$ cat src/rtl/prince_quad_ti_stage.sv
// Two-stage first-order threshold implementation of G = Q o Q for the 4-share PRINCE S-box.
// Each Q is followed by a register that stops glitches from reaching the next Q.
module prince_quad_ti_stage #(
    parameter int unsigned NIBBLES = 16
) (
    input  logic                   clk,
    input  logic                   rst,
    input  logic                   en,
    input  logic                   in_valid,
    input  logic [16*NIBBLES-1:0]  in_shares,
    output logic                   out_valid,
    output logic [16*NIBBLES-1:0]  out_shares
);

    localparam int unsigned ShareW = 4 * NIBBLES;

    // One nibble: a[s*4 +: 4] is input share s. Output share i never sees input share i.
    function automatic logic [15:0] shared_q(input logic [15:0] a);
        logic [15:0] o;
        int          d;
        o = '0;
        for (int j = 0; j < 4; j++) begin
            o[((j + 1) % 4) * 4 +: 4] ^= a[j * 4 +: 4];
            for (int k = 0; k < 4; k++) begin
                // Lowest share index that is neither j nor k
                d = (j != 0 && k != 0) ? 0 : ((j != 1 && k != 1) ? 1 : 2);
                o[d * 4 + 0] ^= a[j * 4 + 1] & a[k * 4 + 2];
                o[d * 4 + 1] ^= a[j * 4 + 2] & a[k * 4 + 3];
            end
        end
        return o;
    endfunction

    function automatic logic [16*NIBBLES-1:0] stage_q(input logic [16*NIBBLES-1:0] s);
        logic [16*NIBBLES-1:0] r;
        logic [15:0]           a;
        logic [15:0]           q;
        r = '0;
        for (int n = 0; n < int'(NIBBLES); n++) begin
            for (int sh = 0; sh < 4; sh++) begin
                a[sh * 4 +: 4] = s[sh * ShareW + 4 * n +: 4];
            end
            q = shared_q(a);
            for (int sh = 0; sh < 4; sh++) begin
                r[sh * ShareW + 4 * n +: 4] = q[sh * 4 +: 4];
            end
        end
        return r;
    endfunction

    logic [16*NIBBLES-1:0] q1_d;
    logic [16*NIBBLES-1:0] q2_d;
    logic [16*NIBBLES-1:0] r1_q;
    logic [16*NIBBLES-1:0] r2_q;
    logic                  v1_q;
    logic                  v2_q;

    always_comb begin
        q1_d = stage_q(in_shares);
        q2_d = stage_q(r1_q);
    end

    always_ff @(posedge clk or posedge rst) begin
        if (rst) begin
            r1_q <= '0;
            r2_q <= '0;
            v1_q <= 1'b0;
            v2_q <= 1'b0;
        end else if (en) begin
            r1_q <= q1_d;
            r2_q <= q2_d;
            v1_q <= in_valid;
            v2_q <= v1_q;
        end
    end

    assign out_shares = r2_q;
    assign out_valid  = v2_q;

endmodule

$ cat config.mk
export PLATFORM = sky130hd
export DESIGN_NAME = prince_quad_ti_stage
export DESIGN_NICKNAME = d
export VERILOG_FILES = /design/src/rtl/prince_quad_ti_stage.sv
export SDC_FILE = /design/constraint.sdc
export NUM_CORES = 1
export LEC_CHECK = 0
export CAP_MARGIN = 20
export CORE_UTILIZATION = 50
export CTS_BUF_LIST = sky130_fd_sc_hd__clkbuf_4 sky130_fd_sc_hd__clkbuf_8 sky130_fd_sc_hd__clkbuf_16
export DETAILED_ROUTE_END_ITERATION = 10
export PLACE_DENSITY = 0.77
export SLEW_MARGIN = 20
export SYNTH_ARGS = -nofsm -noshare
export SYNTH_HDL_FRONTEND = slang
export SYNTH_SLANG_ARGS = --single-unit
export TNS_END_PERCENT = 50
$ cat constraint.sdc
create_clock -name clk -period 19.9 [get_ports clk]
set_input_delay 3.98 -clock clk [delete_from_list [all_inputs] [get_ports clk]]
set_output_delay 3.98 -clock clk [all_outputs]
set_load 0.02 [all_outputs]
==> results of run 1 <==
==> metal layers <==
layer	wire length, um	part of all wire [%]
met5	17	0.026
met3	3770	5.9
met4	2370	3.7
met2	31600	49
met1	26600	41
==> kinds of logic after synthesis <==
group | synth area share, %
compound gates | 1.17
xor+xnor | 24.1
buf+inv | 2.00
flops | 47.0
mux | 19.5
simple gates | 6.20
==> power by group through the flow <==
stage                     sequential [uW]  clock, uW  combinational, uW
after global placement               1460          0               1290
after global routing                 1480       1100               1390
final                                1450       1040               1310
after detailed placement             1470          0               1310
after CTS                            1450       1070               1320
after floorplan                      1600          0                621
==> worst max path at each step <==
stage,start,to,slack [ns],cells after the start
after floorplan,rst,out_shares[0],1.56,1
after global placement,rst,r1_q[193],12.82,4
after detailed placement,rst,out_shares[251],12.76,4
after CTS,rst,out_shares[123],13.40,4
after global routing,rst,out_shares[10],13.16,4
final,en,r1_q[198],13.39,4
==> through the flow <==
stage          power (uW)  instance area [um^2]  setup WS (ns)
2_1_floorplan        2220                 27400           1.56
3_3_place_gp         2750                 33200          12.82
3_5_place_dp         2780                 33200          12.76
4_1_cts              3840                 35100          13.40
5_1_grt              3980                 35100          13.16
6_report             3800                 35100          13.39
==> flip-flops by register name, indices dropped and copies added (netlist names) <==
signal	count
out_shares	256
out_valid	1
r1_q	256
v1_q	1
==> cell usage in the layout (no fill, tap or decap) <==
cell type	count
dfrtp_1	514
clkbuf_16	55
nand2b_1	32
clkinv_4	1
clkbuf_8	12
buf_8	1
xor2_1	64
bufinv_16	5
clkinvlp_4	1
inv_6	1
inv_8	1
clkinv_2	12
mux2_2	418
xnor3_1	160
buf_16	1
clkbuf_4	8
diode_2	10
a21oi_1	64
buf_12	3
nor2_2	22
xnor2_1	192
nor2_1	106
xor3_1	32
buf_4	4
nand2_1	256
mux2i_1	64
clkdlybuf4s50_1	515
inv_1	64
==> cell type report <==
type	count	area share, %
Tap cell	696	2.48
Inverter	65	0.716
Timing Repair Buffer	524	15.1
Clock buffer	75	4.56
Sequential cell	514	36.6
Multi-Input combinational cell	1410	39.8
Clock inverter	20	0.670
Antenna cell	10	0.0713
==> metrics, run 1 <==
Final Wtd Congestion=0.830; minimum clock period=6.51 ns; first-pass GRT wire length=101000 um; Yosys top cell by area=dfrtp_1; post-cts resize count=0; worst reg2reg setup slack=18.32 ns; power density relative to cell area=108 nW/um^2; CP Launch Type=primary input; fillcell total=around 3900; fin nets=2829; share of the synthesized area in the top cell type=47.0%; most frequent cells after synthesis=dfrtp_1 (514), mux2_2 (418), nand2_1 (256), xnor2_1 (192), xnor3_1 (160); share of layout cells above drive strength 1=20.9%; Final Util=65.1%; hold depth=1; antenna viol nets, final=0; met1 Usage GRT=29.2%; Synth Flop Type=dfrtp_1; reg2reg start=r1_q[242]; Initial Util=50.8%; Worst R2R Path Depth=4; Placed Cells incl. Taps=approximately 3200; CP max-delay cell=buf_4; synth top area cells=dfrtp_1 (47%), mux2_2 (17%), xnor3_1 (13%); max-cap viol count=0; clock network fraction of total power=27.4%; DRC errors left=0; drt via density=5.15; Fmax=154 MHz; Buffers on Ports=516; fin cells=3314; Least-Margin Pin Slew=between 1 and 1.5 ns; initial antenna violation count=11; cells along the critical path=buf_8 > buf_4 > buf_12 > mux2_2; DR iter-0 viols=953; Area Overhead vs Synth=28.2%; Detail Placement HPWL=46800 um; Logic pwr share=34.4%; grt ovf=0; H-tree depth=2; CTS tree=built; Slew Limit Headroom=28.2%; Max Slew Vio Count=0; post-synthesis sequential area ratio=47.0%; worst path bufs/invs=3; switching power=approximately 1200 uW; R2R Path End=out_shares[112]; critical path start-end classification=primary input to flip-flop; clock slew at reported path FFs=~0.06 ns; Critical Path Max Stage Delay=0.85 ns; final count of hold timing violations=0; CP top delay family=buffers and inverters; RSZ-0062 raised after global routing=false; Post-CTS Hold Fix Bufs=0; CP required=20.37 ns; Netlist cell types=16; Async SR Flop Fraction=100%; min-delay src=out_shares[70]; Worst Hold Class=flip-flop to flip-flop; CP max FO=188; sequential cell area=12900 um^2; peak supply drop=0.0698 mV; crit path capture type=flip-flop; Root Driver=clkbuf_16; die width=236 um; Avg WL per Cell=19.4 um; Post-Syn Instances=roughly 2000; CTS Buffer Depth=3; busiest layer in global routing=met2; grt met3 use=about 5.5%; Worst Skew=0.0188 ns; row cnt=85; period utilisation layout=32.7%; Synth Net Count=2313; Static Leakage=0.0162 uW; setup bufs post-CTS=0; status=complete, no violations; hold path endpoint=out_shares[70]; Die Area=55700 um^2; DRT Pass-1 Iters=5; number of synthesized flops with an enable pin=0; vias in the first global route=18100; Hold Slack=0.503 ns; total track usage=a little under a quarter; mapped cell area=~27000 um^2; DR vias=17100; drt total wl=64400 um; Clock Latency Late Sink=just under 0.6 ns; most instantiated library cell after synthesis=dfrtp_1; CTS Buf Count=54; met2 usage=38.1%; final setup fails=0; largest net degree at the start of global routing=189; IO Pins=517; internal power=2620 uW; core box area=53900 um^2; register share of total power=38.2%; Critical Path AT=roughly 7 ns; Final TNS setup=0 ns; mean cell area of the mapped netlist=between 10 and 15 um^2; flops & latches, synth=514; sinks on the clock net=between 500 and 600; Net Sw Frac=31.0%; Die Span Y=between 200 and 250 um; number of warnings issued by yosys=0; multi-input logic area=14000 um^2
Note: power is estimated with default switching activity, not from simulation.
==> run 2: changes to the inputs <==
clock period = 6.6 ns   (was 19.9 ns; I/O delays follow)
==> run 2 against run 1 <==
Compared with the run above:
- core utilization grew 0.35 points
- highest routed layer unchanged
- critical endpoint is now out_shares[48]
- critical path depth shrank 3
- design area grew 0.54%
- global-route usage grew 0.17 points
- die area is the same
==> metrics, run 2 (synthesized netlist as in run 1, its figures left out) <==
sinks on the clock net=514 (unchanged); Critical Path Max Stage Delay=0.65 ns (-0.20 ns); total track usage=23.4% (+0.17 points); DR iter-0 viols=858 (-10%); share of layout cells above drive strength 1=21.2% (+0.30 points); Die Area=55700 um^2 (unchanged); IO Pins=517 (unchanged); Static Leakage=0.0162 uW (+0.48%); Critical Path AT=1.66 ns (-5.32 ns); antenna viol nets, final=0 (unchanged); CP max FO=2 (-99%); CP required=5.28 ns (-15.09 ns); die width=236 um (unchanged); core box area=53900 um^2 (unchanged); fin nets=2834 (+0.18%); max-cap viol count=0 (unchanged); power density relative to cell area=329 nW/um^2 (+200%); Final Wtd Congestion=0.852 (+2.7%); Buffers on Ports=516 (unchanged); largest net degree at the start of global routing=141 (-25%); status=complete, no violations; H-tree depth=2 (unchanged); RSZ-0062 raised after global routing=false; post-cts resize count=0 (unchanged); worst reg2reg setup slack=5.08 ns (-13.24 ns); reg2reg start=r1_q[242]; row cnt=85 (unchanged); minimum clock period=2.98 ns; CP top delay family=buffers and inverters; Placed Cells incl. Taps=3213 (+0.16%); Least-Margin Pin Slew=0.985 ns (-0.0924 ns); hold path endpoint=out_shares[196]; cells along the critical path=clkdlybuf4s50_1; vias in the first global route=18200 (+0.25%); Post-CTS Hold Fix Bufs=0 (unchanged); Worst R2R Path Depth=4 (unchanged); Worst Skew=0.0112 ns (-0.00766 ns); Detail Placement HPWL=47200 um (+0.84%); initial antenna violation count=11 (unchanged); min-delay src=r1_q[132]; Root Driver=clkbuf_16; clock slew at reported path FFs=0.06 ns (about the same); fillcell total=3956 (+0.48%); CP Launch Type=flip-flop; Avg WL per Cell=19.4 um (about the same); final count of hold timing violations=0 (unchanged); most frequent cells in the layout=clkdlybuf4s50_1 (515), dfrtp_1 (514), mux2_2 (418); CP max-delay cell=clkdlybuf4s50_1; multi-input logic area=14000 um^2 (unchanged); CTS tree=built; drt total wl=64500 um (+0.25%); CTS Buf Count=55 (+1.9%); critical path start-end classification=flip-flop to output port; Area Overhead vs Synth=28.9%; period utilisation layout=45.2%; Worst Hold Class=flip-flop to flip-flop; R2R Path End=out_shares[112]; setup bufs post-CTS=0 (unchanged); Power, Total=11600 uW (+210%); crit path capture type=output port; CTS Buffer Depth=3 (unchanged); peak supply drop=0.243 mV (+250%); fin cells=3325 (+0.33%); final setup fails=0 (unchanged); Die Span Y=236 um (unchanged); commonest non-fill, non-tap cell in the layout=clkdlybuf4s50_1; DRC errors left=0 (unchanged); Max Slew Vio Count=0 (unchanged); Slew Limit Headroom=34.3% (+6.2 points); grt ovf=0 (unchanged); sequential cell area=12900 um^2 (unchanged); DRT Pass-1 Iters=5 (unchanged); hold depth=1 (unchanged); drt via density=5.16 (+0.21%); first-pass GRT wire length=102000 um (+0.84%); Fmax=about 340 MHz; DR vias=17100 (+0.54%); Initial Util=50.8% (unchanged); worst path bufs/invs=1 (-2); Clock Latency Late Sink=0.58 ns (about the same)
-- run 2: per-layer routing --
layer | vias up | routed length [um] | global-route usage, %
met5 | - | 11 | 0
met4 | 2 | 1980 | 8.75
met3 | 112 | 3890 | 5.49
met2 | 406 | 32100 | 38.5
met1 | 8622 | 26500 | 30.0
li1 | 8001 | - | -
-- run 2: through the flow --
| stage | setup WS [ns] | setup TNS, ns | hold slack, ns | area (um^2) | utilization [%] |
|---|---|---|---|---|---|
| 2_1_floorplan | -1.70 | -873.96 | 0.475 | 27400 | - |
| 3_3_place_gp | 3.34 | 0 | 0.484 | 33300 | 61.8 |
| 3_5_place_dp | 3.31 | 0 | 0.491 | 33300 | 61.8 |
| 4_1_cts | 3.56 | 0 | 0.505 | 35300 | 65.4 |
| 5_1_grt | 3.54 | 0 | 0.513 | 35300 | 65.5 |
| 6_report | 3.62 | 0 | 0.500 | 35300 | 65.5 |
-- run 2: cell type report --
cell class | count | share of cell area [%]
well taps | 696 | 2.47
multi-input cells | 1410 | 39.6
inverters | 65 | 0.702
repair buffers | 528 | 15.2
clock buffers | 82 | 4.89
clock inverters | 19 | 0.684
flip-flops and latches | 514 | 36.4
diodes | 11 | 0.0780
-- run 2: worst max-delay path by stage --
stage,slack (ns),from,depth (start not counted),endpoint
finish,3.62,out_shares[48],1,out_shares[48]
global route,3.54,out_shares[82],1,out_shares[82]
CTS,3.56,out_shares[48],1,out_shares[48]
detailed placement,3.31,en,3,out_shares[123]
global placement,3.34,en,3,r1_q[188]
floorplan,-1.70,rst,1,out_shares[0]
-- run 2: power breakdown --
part | internal [uW] | switching (uW) | leakage (uW) | total [uW]
clock network | 2000 | 1280 | 0.000981 | 3280
registers | 3820 | 580 | 0.00597 | 4400
logic | 2210 | 1730 | 0.00929 | 3930
